--- src/rtl/fetch_unit_pkg.sv ---
// fetch_unit_pkg: shared widths, fetch entry layout and fetch FSM states
package fetch_unit_pkg;
    localparam int XLEN = 64;
    localparam int IALIGN_BITS = 2;
    localparam logic [31:0] NOP_INSTR = 32'h0000_0013;

    typedef struct packed {
        logic [31:0]     instr;
        logic [XLEN-1:0] pc;
        logic [1:0]      err;
    } fetch_entry_t;

    typedef enum logic {RUN, HALT} fetch_state_e;
endpackage

--- src/rtl/fetch_unit_fifo.sv ---
// fetch_unit_fifo: synchronous FIFO with flush; a push alongside a flush lands as the only entry
module fetch_unit_fifo #(
    parameter int DEPTH = 2,
    parameter int WIDTH = 8
) (
    input  logic                   clk_i,
    input  logic                   rst_i,
    input  logic                   flush_i,
    input  logic                   push_i,
    input  logic                   pop_i,
    input  logic [WIDTH-1:0]       data_i,
    output logic [WIDTH-1:0]       data_o,
    output logic                   empty_o,
    output logic [$clog2(DEPTH):0] count_o
);
    localparam int AW = $clog2(DEPTH);
    localparam int CW = AW + 1;

    logic [WIDTH-1:0] mem [DEPTH];
    logic [AW-1:0]    wr_ptr, rd_ptr;

    // storage write; after a flush the pointers restart at slot 0
    always_ff @(posedge clk_i)
        if (push_i) mem[flush_i ? '0 : wr_ptr] <= data_i;

    // pointers and occupancy; full+push+pop in one cycle is legal
    always_ff @(posedge clk_i) begin
        if (!rst_i) begin
            wr_ptr  <= '0;
            rd_ptr  <= '0;
            count_o <= '0;
        end else if (flush_i) begin
            wr_ptr  <= AW'(push_i);
            rd_ptr  <= '0;
            count_o <= CW'(push_i);
        end else begin
            wr_ptr  <= wr_ptr + AW'(push_i);
            rd_ptr  <= rd_ptr + AW'(pop_i);
            count_o <= count_o + CW'(push_i) - CW'(pop_i);
        end
    end

    assign data_o  = mem[rd_ptr];
    assign empty_o = count_o == '0;
endmodule

--- src/rtl/fetch_unit.sv ---
// fetch_unit: PC owner issuing pipelined imem requests, buffering responses for decode, handling redirects
module fetch_unit
    import fetch_unit_pkg::*;
#(
    parameter logic [XLEN-1:0] RESET_PC   = '0,
    parameter int              FIFO_DEPTH = 2
) (
    input  logic            clk_i,
    input  logic            rst_i,
    input  logic            redirect_i,
    input  logic [XLEN-1:0] redirect_pc_i,
    output logic            imem_req_o,
    output logic [XLEN-1:0] imem_addr_o,
    input  logic            imem_gnt_i,
    input  logic            imem_rvalid_i,
    input  logic [31:0]     imem_rdata_i,
    input  logic            imem_err_i,
    output logic            if_valid_o,
    output logic [31:0]     if_instr_o,
    output logic [XLEN-1:0] if_pc_o,
    output logic [1:0]      if_err_o,
    input  logic            id_ready_i
);
    localparam int CW = $clog2(FIFO_DEPTH) + 1;

    fetch_state_e    state, state_next;
    logic [XLEN-1:0] pc, rsp_pc;
    logic [CW-1:0]   outstanding, outstanding_next, drop_cnt, fifo_count, addr_count;
    logic            xfer, keep_rsp, misaligned, entry_push, fifo_empty, addr_empty;
    fetch_entry_t    entry_in, entry_out;

    // next state and request gating: credit counts in-flight requests plus buffered entries
    always_comb begin
        misaligned = redirect_pc_i[IALIGN_BITS-1:0] != '0;
        state_next = redirect_i ? (misaligned ? HALT : RUN) : state;
        imem_req_o = rst_i && !redirect_i && state == RUN &&
                     ({1'b0, outstanding} + {1'b0, fifo_count} < (CW+1)'(FIFO_DEPTH));
    end

    assign xfer             = imem_req_o && imem_gnt_i;
    assign keep_rsp         = imem_rvalid_i && drop_cnt == '0 && !redirect_i;
    assign outstanding_next = outstanding + CW'(xfer) - CW'(imem_rvalid_i);
    assign entry_push       = redirect_i ? misaligned : keep_rsp;
    assign entry_in         = redirect_i ? fetch_entry_t'{NOP_INSTR, redirect_pc_i, 2'b10}
                                         : fetch_entry_t'{imem_rdata_i, rsp_pc, {1'b0, imem_err_i}};
    assign imem_addr_o      = pc;
    assign if_valid_o       = rst_i && !fifo_empty && !redirect_i;
    assign {if_instr_o, if_pc_o, if_err_o} = entry_out;

    // FSM state register
    always_ff @(posedge clk_i)
        state <= !rst_i ? RUN : state_next;

    // PC, in-flight count, and count of wrong-path responses still to discard
    always_ff @(posedge clk_i) begin
        if (!rst_i) begin
            pc          <= RESET_PC;
            outstanding <= '0;
            drop_cnt    <= '0;
        end else begin
            pc          <= redirect_i ? redirect_pc_i : (xfer ? pc + XLEN'(4) : pc);
            outstanding <= outstanding_next;
            drop_cnt    <= redirect_i ? outstanding_next
                                      : (imem_rvalid_i && drop_cnt != '0 ? drop_cnt - 1'b1 : drop_cnt);
        end
    end

    // every response must match a request; kept responses must find their PC queued
    always_ff @(posedge clk_i) begin
        if (rst_i && imem_rvalid_i) assert (outstanding != '0 && (drop_cnt != '0 || !addr_empty));
        if (rst_i) assert (addr_count <= CW'(FIFO_DEPTH));
    end

    fetch_unit_fifo #(.DEPTH(FIFO_DEPTH), .WIDTH($bits(fetch_entry_t))) u_entry_q (
        .clk_i   (clk_i),
        .rst_i   (rst_i),
        .flush_i (redirect_i),
        .push_i  (entry_push),
        .pop_i   (if_valid_o && id_ready_i),
        .data_i  (entry_in),
        .data_o  (entry_out),
        .empty_o (fifo_empty),
        .count_o (fifo_count)
    );

    fetch_unit_fifo #(.DEPTH(FIFO_DEPTH), .WIDTH(XLEN)) u_addr_q (
        .clk_i   (clk_i),
        .rst_i   (rst_i),
        .flush_i (redirect_i),
        .push_i  (xfer),
        .pop_i   (keep_rsp),
        .data_i  (pc),
        .data_o  (rsp_pc),
        .empty_o (addr_empty),
        .count_o (addr_count)
    );
endmodule

--- config.mk ---
export PLATFORM = sky130hd
export DESIGN_NAME = fetch_unit
export DESIGN_NICKNAME = d
export VERILOG_FILES = /design/src/rtl/fetch_unit_pkg.sv /design/src/rtl/fetch_unit_fifo.sv /design/src/rtl/fetch_unit.sv
export SDC_FILE = /design/constraint.sdc
export NUM_CORES = 1
export LEC_CHECK = 0
export CORE_AREA = 5 5 227 163
export CTS_CLUSTER_SIZE = 25
export DETAILED_ROUTE_END_ITERATION = 10
export DIE_AREA = 0 0 232 168
export PLACE_DENSITY = 0.74
export SLEW_MARGIN = 40
export SYNTH_ARGS = -nofsm -noshare
export SYNTH_HDL_FRONTEND = slang
export SYNTH_SLANG_ARGS = --single-unit
--- constraint.sdc ---
create_clock -name clk_i -period 9.55 [get_ports clk_i]
set_input_delay 0.955 -clock clk_i [delete_from_list [all_inputs] [get_ports clk_i]]
set_output_delay 0.955 -clock clk_i [all_outputs]
set_load 0.02 [all_outputs]
=== Word-level counts from Yosys, hierarchy flattened ===
Memory sizes are Yosys's and may differ from the RTL's. A register that Yosys moved wholly into a read port is not among the register bits.
Index checks and enable logic that the tools add are counted.
Widths: inputs -> output; s select.

* Output and inout port bits: 164
* Register bits after elaboration: 75
* Input bits: 103
* RAM bits: 324
* Memories kept: 2
* Word-level logic and storage cells: 63

* Muxes and demuxes: 18
* Order comparisons: 1
* Add/sub/neg operators: 11
* Reduce and logical (&&, ||, !) cells: 19
* Bitwise gates (word level): 2

{| class="wikitable"
|+ Memories
! name !! depth !! bits a word !! read ports !! clocked after Yosys merged registers in !! write ports !! RTL line !! text
|-
| u_entry_q.mem || 2 || 98 || 1 || 1 || 1 || fetch_unit_fifo.sv:19 || <nowiki>logic [WIDTH-1:0] mem [DEPTH];</nowiki>
|-
| u_addr_q.mem || 2 || 64 || 1 || 1 || 1 || fetch_unit_fifo.sv:19 ||
|}

{| class="wikitable"
|+ Operator list
! cell !! number
|-
| $mux 64 || 2
|-
| $mux 98 || 1
|-
| $add 64x3->64 const B || 1
|-
| $mux 1 || 13
|-
| $logic_and 1x1->1 || 10
|-
| $reduce_bool 2->1 || 4
|-
| $add 1x1->1 || 4
|-
| $add 2x1->2 || 2
|-
| $logic_not 2->1 || 2
|-
| $mux 2 || 2
|-
| $sub 2x1->2 || 2
|-
| $add 2x2->3 || 1
|-
| $lt 3x2->1 const B || 1
|-
| $logic_not 1->1 || 2
|-
| $not 1->1 || 2
|-
| $reduce_or 2->1 || 1
|-
| $sub 2x1->2 const B || 1
|}

=== Longest topological paths before layout ===
Gate-level depths: netlist (run 1).

* Depth after elaboration: 8
* Mapped depth: 15
* Mapped depth without buffers: 12

=== Hierarchy ===
From an unflattened synthesis (run 1), not the netlist that was laid out.

* Cells, all modules: 1225
* Area, all modules: 17284.1 µm²

{| class="wikitable"
|+ Modules (own cells, without submodules)
! module !! area each (µm²) !! cells each !! seq. area each (µm²) !! instances
|-
| fetch_unit_fifo at u_entry_q || 7307.0 || 328 || 5965.7 || 1
|-
| fetch_unit_fifo at u_addr_q || 5028.6 || 222 || 3923.8 || 1
|-
| fetch_unit || 4948.5 || 675 || 1381.3 || 1
|}

=== Least setup slack after synthesis (run 1) ===
No wires, ideal clock.

* Path kind: input -> register
* Start: in redirect_i
* End: mem u_entry_q.mem[0][0] in the netlist's numbering (enable)
* Required time: 8.845 ns
* Slack: 0.199 ns
* Buffers on the path: 2
* Library setup time: 0.705 ns
* Arrival: 8.646 ns
* Cell stages on the path: 4
* Cells stage by stage: buf_2 > clkbuf_1 > o21a_1 > a21boi_0

* Longest elaborated chain between the ends: 5
* Elaborated cells on any way between the ends: 6
* Those cells by class: mux (4); reduce/logical (2)

{| class="wikitable"
|+ RTL lines
! what !! RTL line !! text
|-
| start, declared || fetch_unit.sv:10 || <nowiki>input logic redirect_i,</nowiki>
|-
| $logic_not 1->1 || fetch_unit.sv:41 || <nowiki>assign keep_rsp = imem_rvalid_i && drop_cnt == '0 && !redirect_i;</nowiki>
|-
| $logic_and 1x1->1 || fetch_unit.sv:41 ||
|-
| $mux 1 || fetch_unit.sv:43 || <nowiki>assign entry_push = redirect_i ? misaligned : keep_rsp;</nowiki>
|-
| $mux 1 (2 in series) || fetch_unit_fifo.sv:24 || <nowiki>if (push_i) mem[flush_i ? '0 : wr_ptr] <= data_i;</nowiki>
|-
| end, declared || fetch_unit_fifo.sv:19 ||
|}

Several ways; a longest one is shown, not always the timed one.

=== Final worst setup path (run 1) ===
* Start: in redirect_i
* End: out if_valid_o

* Longest elaborated chain between the ends: 2

{| class="wikitable"
|+ RTL lines
! what !! RTL line !! text
|-
| $logic_not 1->1 || fetch_unit.sv:47 || <nowiki>assign if_valid_o = rst_i && !fifo_empty && !redirect_i;</nowiki>
|-
| $logic_and 1x1->1 || fetch_unit.sv:47 ||
|-
| end, declared || fetch_unit.sv:18 || <nowiki>output logic if_valid_o,</nowiki>
|}

Every way passes these cells.

==> results.yml, run 1 <==
hold_path:
  holdCritStartpoint: "state"
  hold_class: "reg2reg"
  min_to: "state"
  worstHoldPathCells: 2
global_route:
  vias_in_the_first_global_route: 10800
  gr_usage_total_pct: 21.0
  grt-ovfl-total: 0
  wire_length_of_the_first_global_routing_pass_mm: 64.0
  grt_start_max_net_pins: 92
  antenna_violations_before_repair: 0
clock_network:
  cts_hold_buf: 0
  postCtsResizedCells: 0
  cts.repair_timing.setup_buffer_count: 0
  cts_buffers: 39
  clock_tree.htree_level_count: 2
  cts_max_path_buffers: 3
  clock_tree.root_cell: "sky130_fd_sc_hd__clkbuf_16"
  clk-insertion-delay-late_ps: 540
  tritoncts: "built"
  clkSlewWorstSetupHoldPaths_ps: 60
  clkSinkCount: 399
power_and_ir_drop:
  worst_ir_drop_vdd_uv: 106
  p_leak_nw: 6.92
  power.density_cell_area_nw_per_um2: 196
  power.total_mw: 4.14
layout:
  multiInputGateArea_sq_um: 5140
  fill_cells: 2629
  area.sequential_sq_um: 11200
  area_growth_pct: 27.1
  drive_gt1_share_pct: 13.7
  post_layout_nonfiller_instances: 1973
  antenna_cells: 0
  final_design_area_no_fill_sq_um: 21100
  design.final.nets: 1580
synth:
  postSynthCellCount: 1208
  synth_area_in_compound_gates_pct: 6.76
  synth-edff-count: 324
  synth_seq_area_share_pct: 67.5
  yosys-mux-area-fraction_pct: 10.6
  postSynthRegisterBits: 399
  synth-xor-area-share_pct: 2.16
  synth_adder_area_share_pct: 0.572
  post_synth_num_cell_types: 64
  ys_async_sr_fraction_pct: 0
  synth_simple_gate_area_share_pct: 10.6
  syn-cell-area_sq_um: 16600
  syn_area_per_cell_sq_um: 13.8
  synth_top_family_by_area: "simple AND/OR/NAND/NOR gates"
  synth.yosys.warnings: 0
  synthFlopType: "sky130_fd_sc_hd__edfxtp_1"
  number_of_nets_produced_by_synthesis: 1318
worst_setup_path:
  rr_startpoint: "u_entry_q.count_o[0]"
  worstPathCellList: "buf_4, inv_2, buf_4, nand2_1, nor2_1, clkdlybuf4s50_1"
  cp.arrival_ps: 3140
  critPathRequiredTime_ps: 8600
  critical_path.startpoint_type: "input port"
  reg2regPathDepth: 13
  setup.worst_path.class: "in2out"
  crit_fanout: 69
  critical_path_s_largest_stage_delay_ps: 650
  timing.critical_path.slowest_stage_cell: "sky130_fd_sc_hd__clkdlybuf4s50_1"
  crit_path_frequent_cell: "sky130_fd_sc_hd__buf_4"
  timing.reg2reg.setup_slack_ps: 5910
  critical_path.reg2reg.endpoint: "drop_cnt[1]"
  critical_path.endpoint_type: "output pin"
placement:
  global_placer_s_final_weighted_congestion: 0.811
  placedCellCount: 1900
  post-dp-hpwl_mm: 27.7
  detailedPlace.worstSlack_ps: 5100
  port_buffers: 266
  place_area_sq_um: 19800
floorplanning:
  core_sq_um: 34400
  num_rows: 57
  top_level_ports: 267
  fp.dieW_microns: 232
  initial_core_util_pct: 48.4
  dieHeight_microns: 168
  design.die.area_sq_um: 39000
routing:
  ant_nets: 0
  drt-vias-per-instance: 5.48
  post-route-drc-count: 0
  initialDrtViolationCount: 1070
  detailroute.via_count: 10800
  route.detailed.wl_per_inst_microns: 21.2
  finalWirelength_mm: 41.9
  number_of_iterations_in_the_first_detailed_routing_pass: 5
timing:
  finalWorstSetupSlack_ps: 5450
  maxClockFrequency_mhz: 244
  unrepaired_setup_endpoints_after_global_routing: "false"
  hold_violations: 0
  setup-violations-final: 0
  period_minus_slack_ps: 4100
  clock_skew_ps: 14.0
  fin_tns_setup_ps: 0
  final_slew_viol_count: 0
  max_slew_margin_pct: 48.2
  timing.final.crit_share_pct: 42.9
  worstMarginPinSlew_ps: 777
job:
  maxCapViolations: 0
run_status:
  outcome: "finished, final reports clean"
[stage by stage]
stage                     util [%]  hold slack (ps)
final                         61.5              494
after global routing          61.5              508
after CTS                     61.4              492
after detailed placement      57.7              479
after global placement        57.5              468
after floorplan                  -              455
[flip-flops by register name (all words and copies together), names as in the netlist]
signal	flops
drop_cnt	2
state	1
u_entry_q.wr_ptr	1
u_entry_q.count_o	2
imem_addr_o	64
u_entry_q.rd_ptr	1
u_addr_q.rd_ptr	1
u_addr_q.mem	128
u_addr_q.wr_ptr	1
outstanding	2
u_entry_q.mem	196
[Yosys cell counts, types with 9 or more instances]
cell	count	area (sq um)
sky130_fd_sc_hd__edfxtp_1	324	9730
sky130_fd_sc_hd__nand2_1	117	439
sky130_fd_sc_hd__mux2_2	99	1110
sky130_fd_sc_hd__o21ai_0	81	405
sky130_fd_sc_hd__dfxtp_1	75	1500
sky130_fd_sc_hd__mux2i_1	64	641
sky130_fd_sc_hd__nor2_1	49	184
sky130_fd_sc_hd__clkbuf_1	48	180
sky130_fd_sc_hd__a21oi_1	37	185
sky130_fd_sc_hd__xnor2_1	34	298
sky130_fd_sc_hd__nor2b_1	31	194
sky130_fd_sc_hd__nand3_1	21	105
sky130_fd_sc_hd__a31oi_1	18	113
sky130_fd_sc_hd__nor3_1	18	90.1
sky130_fd_sc_hd__nand4_1	14	87.6
sky130_fd_sc_hd__nor4_1	12	75.1
sky130_fd_sc_hd__a21boi_0	11	82.6
sky130_fd_sc_hd__inv_1	11	41.3
sky130_fd_sc_hd__a211oi_1	10	75.1
sky130_fd_sc_hd__and2_1	9	56.3
sky130_fd_sc_hd__nand2b_1	9	56.3
sky130_fd_sc_hd__or3_1	9	56.3
[cell families (layout without fill, tap and decap cells)]
logic type / count (synthesis) / in the layout
compound gates: 189 / 189
simple gates: 335 / 335
xor+xnor: 41 / 41
mux: 163 / 163
fa+ha+maj: 7 / 7
flops: 399 / 399
buf+inv: 74 / 367
[worst max-delay path: cells and delay by family]
kind | cells | cell delay [ps]
and+or+nand+nor | 2 | 460
buffers and inverters | 4 | 1700
[power breakdown]
group	internal [mW]	switching (mW)	leakage [nW]	total, mW
clock network	0.903	0.641	0.624	1.54
registers	2.00	0.0631	3.64	2.06
logic	0.250	0.287	2.65	0.537
total	3.15	0.991	6.92	4.14
[how the worst max path moves through the flow]
stage | from | to | slack, ps | depth (start not counted)
after detailed placement | rst_i | u_addr_q.mem[0][10] | 5100 | 6
after global placement | redirect_i | u_entry_q.mem[0][36] | 4900 | 7
after floorplan | redirect_i | u_entry_q.mem[0][0] | 200 | 4
final | redirect_i | if_valid_o | 5450 | 6
after CTS | redirect_i | if_valid_o | 5410 | 6
after global routing | redirect_i | if_valid_o | 5250 | 6
[layout make-up]
| cell class | instances | area share (%) |
|---|---|---|
| tap | 472 | 2.79 |
| inverter | 13 | 0.231 |
| multi-input combinational | 735 | 24.3 |
| sequential | 399 | 53.2 |
| clock inverter | 14 | 0.740 |
| clock buffer | 58 | 5.34 |
| timing repair buffer | 282 | 13.4 |
[cells in the final DEF (no fill, tap or decap), types with 21 or more instances in the layout]
cell type,Yosys,final
sky130_fd_sc_hd__edfxtp_1,324,324
sky130_fd_sc_hd__clkdlybuf4s50_1,0,265
sky130_fd_sc_hd__nand2_1,117,117
sky130_fd_sc_hd__mux2_2,99,99
sky130_fd_sc_hd__o21ai_0,81,81
sky130_fd_sc_hd__dfxtp_1,75,73
sky130_fd_sc_hd__mux2i_1,64,64
sky130_fd_sc_hd__nor2_1,49,48
sky130_fd_sc_hd__clkbuf_16,0,40
sky130_fd_sc_hd__a21oi_1,37,37
sky130_fd_sc_hd__xnor2_1,34,34
sky130_fd_sc_hd__nor2b_1,31,31
sky130_fd_sc_hd__nand3_1,21,21
[metal layers]
layer	vias to the layer above	share of wire, %	global-route usage (%)
met5	-	0	0
met2	359	47	33.7
li1	5068	-	-
met1	5338	44	29.9
met3	56	7.2	4.39
met4	0	1.8	4.60
Note: power is estimated with default switching activity, not from simulation.
==> run 2: changes to the inputs <==
CORE_AREA = 5 5 216 155   (was 5 5 227 163)
DIE_AREA = 0 0 221 160   (was 0 0 232 168)
PLACE_DENSITY = 0.78   (was 0.74)
clock period = 4.2 ns   (was 9.55 ns; I/O delays follow)
==> results.yml, run 2 (synthesized netlist as in run 1, its figures left out) <==
run_status:
  outcome: "finished, final reports clean"
layout:
  antenna_cells: 0
  area_growth_pct: 27.1
  drive_gt1_share_pct: 15.0
  layout_common_cells: "sky130_fd_sc_hd__edfxtp_1, sky130_fd_sc_hd__clkdlybuf4s50_1, sky130_fd_sc_hd__nand2_1"
  post_layout_nonfiller_instances: 1928
  largest_register_by_flop_count: "u_entry_q.mem"
  design.final.nets: 1588
  largest_register_ffs: 196
  layout.cells.most_common: "sky130_fd_sc_hd__edfxtp_1"
global_route:
  groute.layer.met3.usage_pct: 4.92
  vias_in_the_first_global_route: 11200
  most_crowded_layer_gr: "met2"
  antenna_violations_before_repair: 0
  wire_length_of_the_first_global_routing_pass_mm: 65.3
  grt-ovfl-total: 0
  grt_use_met2_pct: 36.9
  grt_start_max_net_pins: 79
  gr_usage_total_pct: 23.2
  groute.layer.met1.usage_pct: 33.6
floorplanning:
  fp.dieW_microns: 221
  design.die.area_sq_um: 35400
  dieHeight_microns: 160
  core_sq_um: 30900
  top_level_ports: 267
  num_rows: 54
  initial_core_util_pct: 53.8
timing:
  unrepaired_setup_endpoints_after_global_routing: "false"
  max_slew_margin_pct: 44.5
  clock_skew_ps: 24.9
  worstMarginPinSlew_ps: 826
  period_minus_slack_ps: 3330
  setup-violations-final: 0
  maxClockFrequency_mhz: 300
  final_slew_viol_count: 0
  hold_violations: 0
  fin_tns_setup_ps: 0
  timing.final.crit_share_pct: 79.4
worst_setup_path:
  cp.arrival_ps: 3780
  timing.critical_path.slowest_stage_cell: "sky130_fd_sc_hd__fa_1"
  timing.critical_path.from: "u_entry_q.count_o[0]"
  critPathRequiredTime_ps: 4650
  crit_fanout: 23
  critical_path_s_largest_stage_delay_ps: 430
  critical_path.endpoint_type: "flip-flop"
  critical_path.top_delay_family: "simple AND/OR/NAND/NOR gates"
  critical_path.startpoint_type: "flip-flop"
  critical_path_buf_inv_count: 2
  worstPathCellList: "and2_1, fa_1, nor4_1, and3_2, inv_2, ha_1, inv_1, ha_1, xor2_1, and2_1, nor3_1, o2bb2ai_1"
  rr_startpoint: "u_entry_q.count_o[0]"
  setup.worst_path.class: "reg2reg"
clock_network:
  cts_hold_buf: 0
  clkSinkCount: 399
  clkSlewWorstSetupHoldPaths_ps: 60
  postCtsResizedCells: 0
  cts_max_path_buffers: 3
  clk-insertion-delay-late_ps: 550
  clock_tree.root_cell: "sky130_fd_sc_hd__clkbuf_16"
  cts.repair_timing.setup_buffer_count: 0
  tritoncts: "built"
  cts_buffers: 39
  clock_tree.htree_level_count: 2
placement:
  post-dp-hpwl_mm: 28.1
  placedCellCount: 1857
  global_placer_s_final_weighted_congestion: 0.855
  port_buffers: 266
hold_path:
  hold_class: "in2reg"
  holdCritStartpoint: "rst_i"
routing:
  initialDrtViolationCount: 1094
  post-route-drc-count: 0
  number_of_iterations_in_the_first_detailed_routing_pass: 5
  finalWirelength_mm: 42.4
  ant_nets: 0
  detailroute.via_count: 11100
  drt-vias-per-instance: 5.74
  route.detailed.wl_per_inst_microns: 22.0
power_and_ir_drop:
  p_leak_nw: 6.97
  power.density_cell_area_nw_per_um2: 448
  worst_ir_drop_vdd_uv: 265
job:
  maxCapViolations: 0
## run 2: changes by cell type in the layout (fill, tap and decap cells not counted), sizes merged
cell           delta
buf               +9
clkinv            +5
clkdlybuf4s50     -1
clkinvlp          +4
clkbuf            -9
inv               -1
## run 2: cell type report
class,count,area [sq um]
Clock inverter,22,200
Multi-Input combinational cell,735,5130
Inverter,13,48.8
Tap cell,420,526
Fill cell,2218,9800
Timing Repair Buffer,290,2890
Clock buffer,49,1120
Sequential cell,399,11200
## run 2: final timing paths
path,end,slack [ps],cells past startpoint
max,drop_cnt[1],870,12
min,imem_addr_o[29],360,3
max reg2reg,drop_cnt[1],870,12
min reg2reg,state,520,2
## run 2: routing by layer
metal	up-vias	wire (microns)	part of all wire [%]
met4	0	741	1.7
met5	-	0	0
met2	501	19700	47
li1	5076	-	-
met3	61	3290	7.7
met1	5438	18700	44
## run 2: power by group
part           internal (mW)  total, mW  switching (mW)
clock network           2.08       3.56            1.48
registers               4.55       4.70           0.151
logic                  0.568       1.22           0.652
## run 2: per-stage QoR
| stage | setup slack (ps) | util [%] | total power, mW | hold WS [ps] | cell area [sq um] |
|---|---|---|---|---|---|
| floorplan | 108 | - | 5.39 | 455 | 16700 |
| global placement | 1140 | 64.0 | 5.96 | 503 | 19800 |
| detailed placement | 961 | 64.1 | 6.00 | 509 | 19800 |
| CTS | 921 | 68.3 | 9.54 | 332 | 21100 |
| global route | 718 | 68.3 | 9.79 | 360 | 21100 |
| finish | 865 | 68.3 | 9.48 | 356 | 21100 |
## run 2: tightest hold or removal path, delay by kind of cell
family / cells / cell delay, ps
buf+inv: 1 / 270
simple gates: 1 / 120
compound gates: 1 / 40
==> RTL change (flow settings as in run 2) <==
`IALIGN_BITS`: 2 -> 4.
--- a/src/rtl/fetch_unit_pkg.sv
+++ b/src/rtl/fetch_unit_pkg.sv
@@ -2,5 +2,5 @@
 package fetch_unit_pkg;
     localparam int XLEN = 64;
-    localparam int IALIGN_BITS = 2;
+    localparam int IALIGN_BITS = 4;
     localparam logic [31:0] NOP_INSTR = 32'h0000_0013;
 
Check against the original RTL: not equivalent (a bounded check fails within 4 cycles, from zero or initial values and one cycle with rst_i low).
==> RTL change against run 2 <==
- worst setup slack lost 0.12 ns
- die area is the same
- routed wire length grew 4.2%
- design area grew 0.43%
- global-route usage grew 1.0 points
- final cell count grew 1.1%
- sequential cell count is the same
- area after synthesis grew 0.20%
- fmax shrank 3.6%
- total power shrank 0.54%
==> RTL change: results (changes against run 2) <==
Run status:
- The run finished with clean final reports.

STA:
- The transition time at the pin with the least slew margin came to 0.8580 ns (+0.03170 ns).
- The final hold slack was 0.4787 ns (+0.1232 ns).

Worst hold path:
- The end of the worst hold path is imem_addr_o[0]$_SDFFE_PN0P_.
- The launch point of the worst hold path is redirect_i.

Pwr:
- The static power due to leakage is 7.089 nW (+1.7%).
- The worst supply voltage drop on vdd came to 244.6 uV (-7.7%).

Yosys:
- The commonest cells after synthesis are 324 x edfxtp_1, 122 x nand2_1, 103 x mux2_2.
- The fraction of the mapped netlist area in adder cells was 0.5704% (-0.0012 points).
- The post-synth net total is 1342 (+1.8%).
- The post-synthesis mux area share came to 10.92% (+0.37 points).
- The post-synthesis instance total was 1232 (+2.0%).
- The count of unique library cells instantiated by Yosys is 60 (-6.3%).
- By area the synthesized netlist is led by edfxtp_1 58%, dfxtp_1 9.0%, mux2_2 7.0%.
- The xor and xnor fraction of the mapped netlist area is 1.576% (-0.58 points).
- The share of the synthesized area in compound gates (AO/OA/AOI/OAI) is 6.732% (-0.029 points).

Final layout:
- The fraction of final layout cells sized beyond drive strength 1 is 13.93% (-1.1 points).
- The number of nets in the layout is 1609 (+1.3%).

Route:
- The total wire length after detailed routing is 44230 um (+4.2%).
- The mean routed wirelength per cell is 22.70 um (+3.1%).

Worst setup path:
- The worst setup slack for register-to-register paths is 0.74 ns (-0.12 ns).
- The maximum fanout along the worst path is 34 (+48%).
- The signal arrival time at the worst endpoint is 3.86 ns (+0.08 ns).
- The number of cell instances on the worst register-to-register path was 10 (-2).
- The endpoint identified for the worst register-to-register timing path is imem_addr_o[40]$_SDFFE_PN0P_.

Place:
- The cell area after placement is 0.01986 mm2 (+0.21%).
- The final estimated routing congestion in global placement is 0.9107 (+6.6%).
- The post-place setup slack came to 0.9498 ns (-0.01082 ns).
- The total placed cells including tap cells is 1877 (+1.1%).

Global route:
- The largest net degree at the start of global routing came to 64 (-19%).
- The met1 track demand over resource is 34.72% (+1.2 points).
- The total track usage is 24.23% (+1.0 points).
- The met2 global-route usage was 38.26% (+1.3 points).

CTS:
- The number of buffers created by CTS came to 40 (+2.6%).
-- RTL change: cell count changes in the layout (fill, tap and decap cells not counted), moves of 5 or more --
cell               run 2  this run
a21oi_1               37        45
and3_1                 6        13
clkinvlp_4             5         0
nand2_1              117       122
nand3_1               21        34
nand4_1               14        28
o21ai_0               81        90
or3_1                  9         4
xnor2_1               34        14
xor2_1                 7        16
-- RTL change: report_power, final --
group          total, mW  internal, mW  switching, mW
Clock               3.69          2.24           1.45
Sequential          4.65          4.51          0.146
Combinational       1.09         0.503          0.582
Total               9.42          7.25           2.18
-- RTL change: layout make-up --
| class | count | area (um2) |
|---|---|---|
| clock inverter | 17 | 205.2 |
| clock buffer | 55 | 1160 |
| multi-input combinational | 762 | 5187 |
| fill | 2227 | 9707 |
| timing repair buffer | 287 | 2888 |
| sequential | 399 | 11240 |
| tap | 420 | 525.5 |
| inverter | 9 | 33.78 |
-- RTL change: how the worst max path moves through the flow --
stage / cells after the start / start / end / slack [ns]
finish: 10 / u_entry_q.count_o[0]$_SDFF_PN0_ / imem_addr_o[40]$_SDFFE_PN0P_ / 0.74
global route: 12 / u_entry_q.count_o[0]$_SDFF_PN0_ / drop_cnt[1]$_SDFFE_PN0P_ / 0.55
CTS: 10 / u_entry_q.count_o[0]$_SDFF_PN0_ / imem_addr_o[40]$_SDFFE_PN0P_ / 0.82
detailed placement: 10 / u_entry_q.count_o[0]$_SDFF_PN0_ / imem_addr_o[40]$_SDFFE_PN0P_ / 0.95
global placement: 10 / u_entry_q.count_o[0]$_SDFF_PN0_ / imem_addr_o[35]$_SDFFE_PN0P_ / 1.10
floorplan: 8 / u_entry_q.count_o[0]$_SDFF_PN0_ / u_addr_q.mem[0][0]$_DFFE_PP_ / 0.12
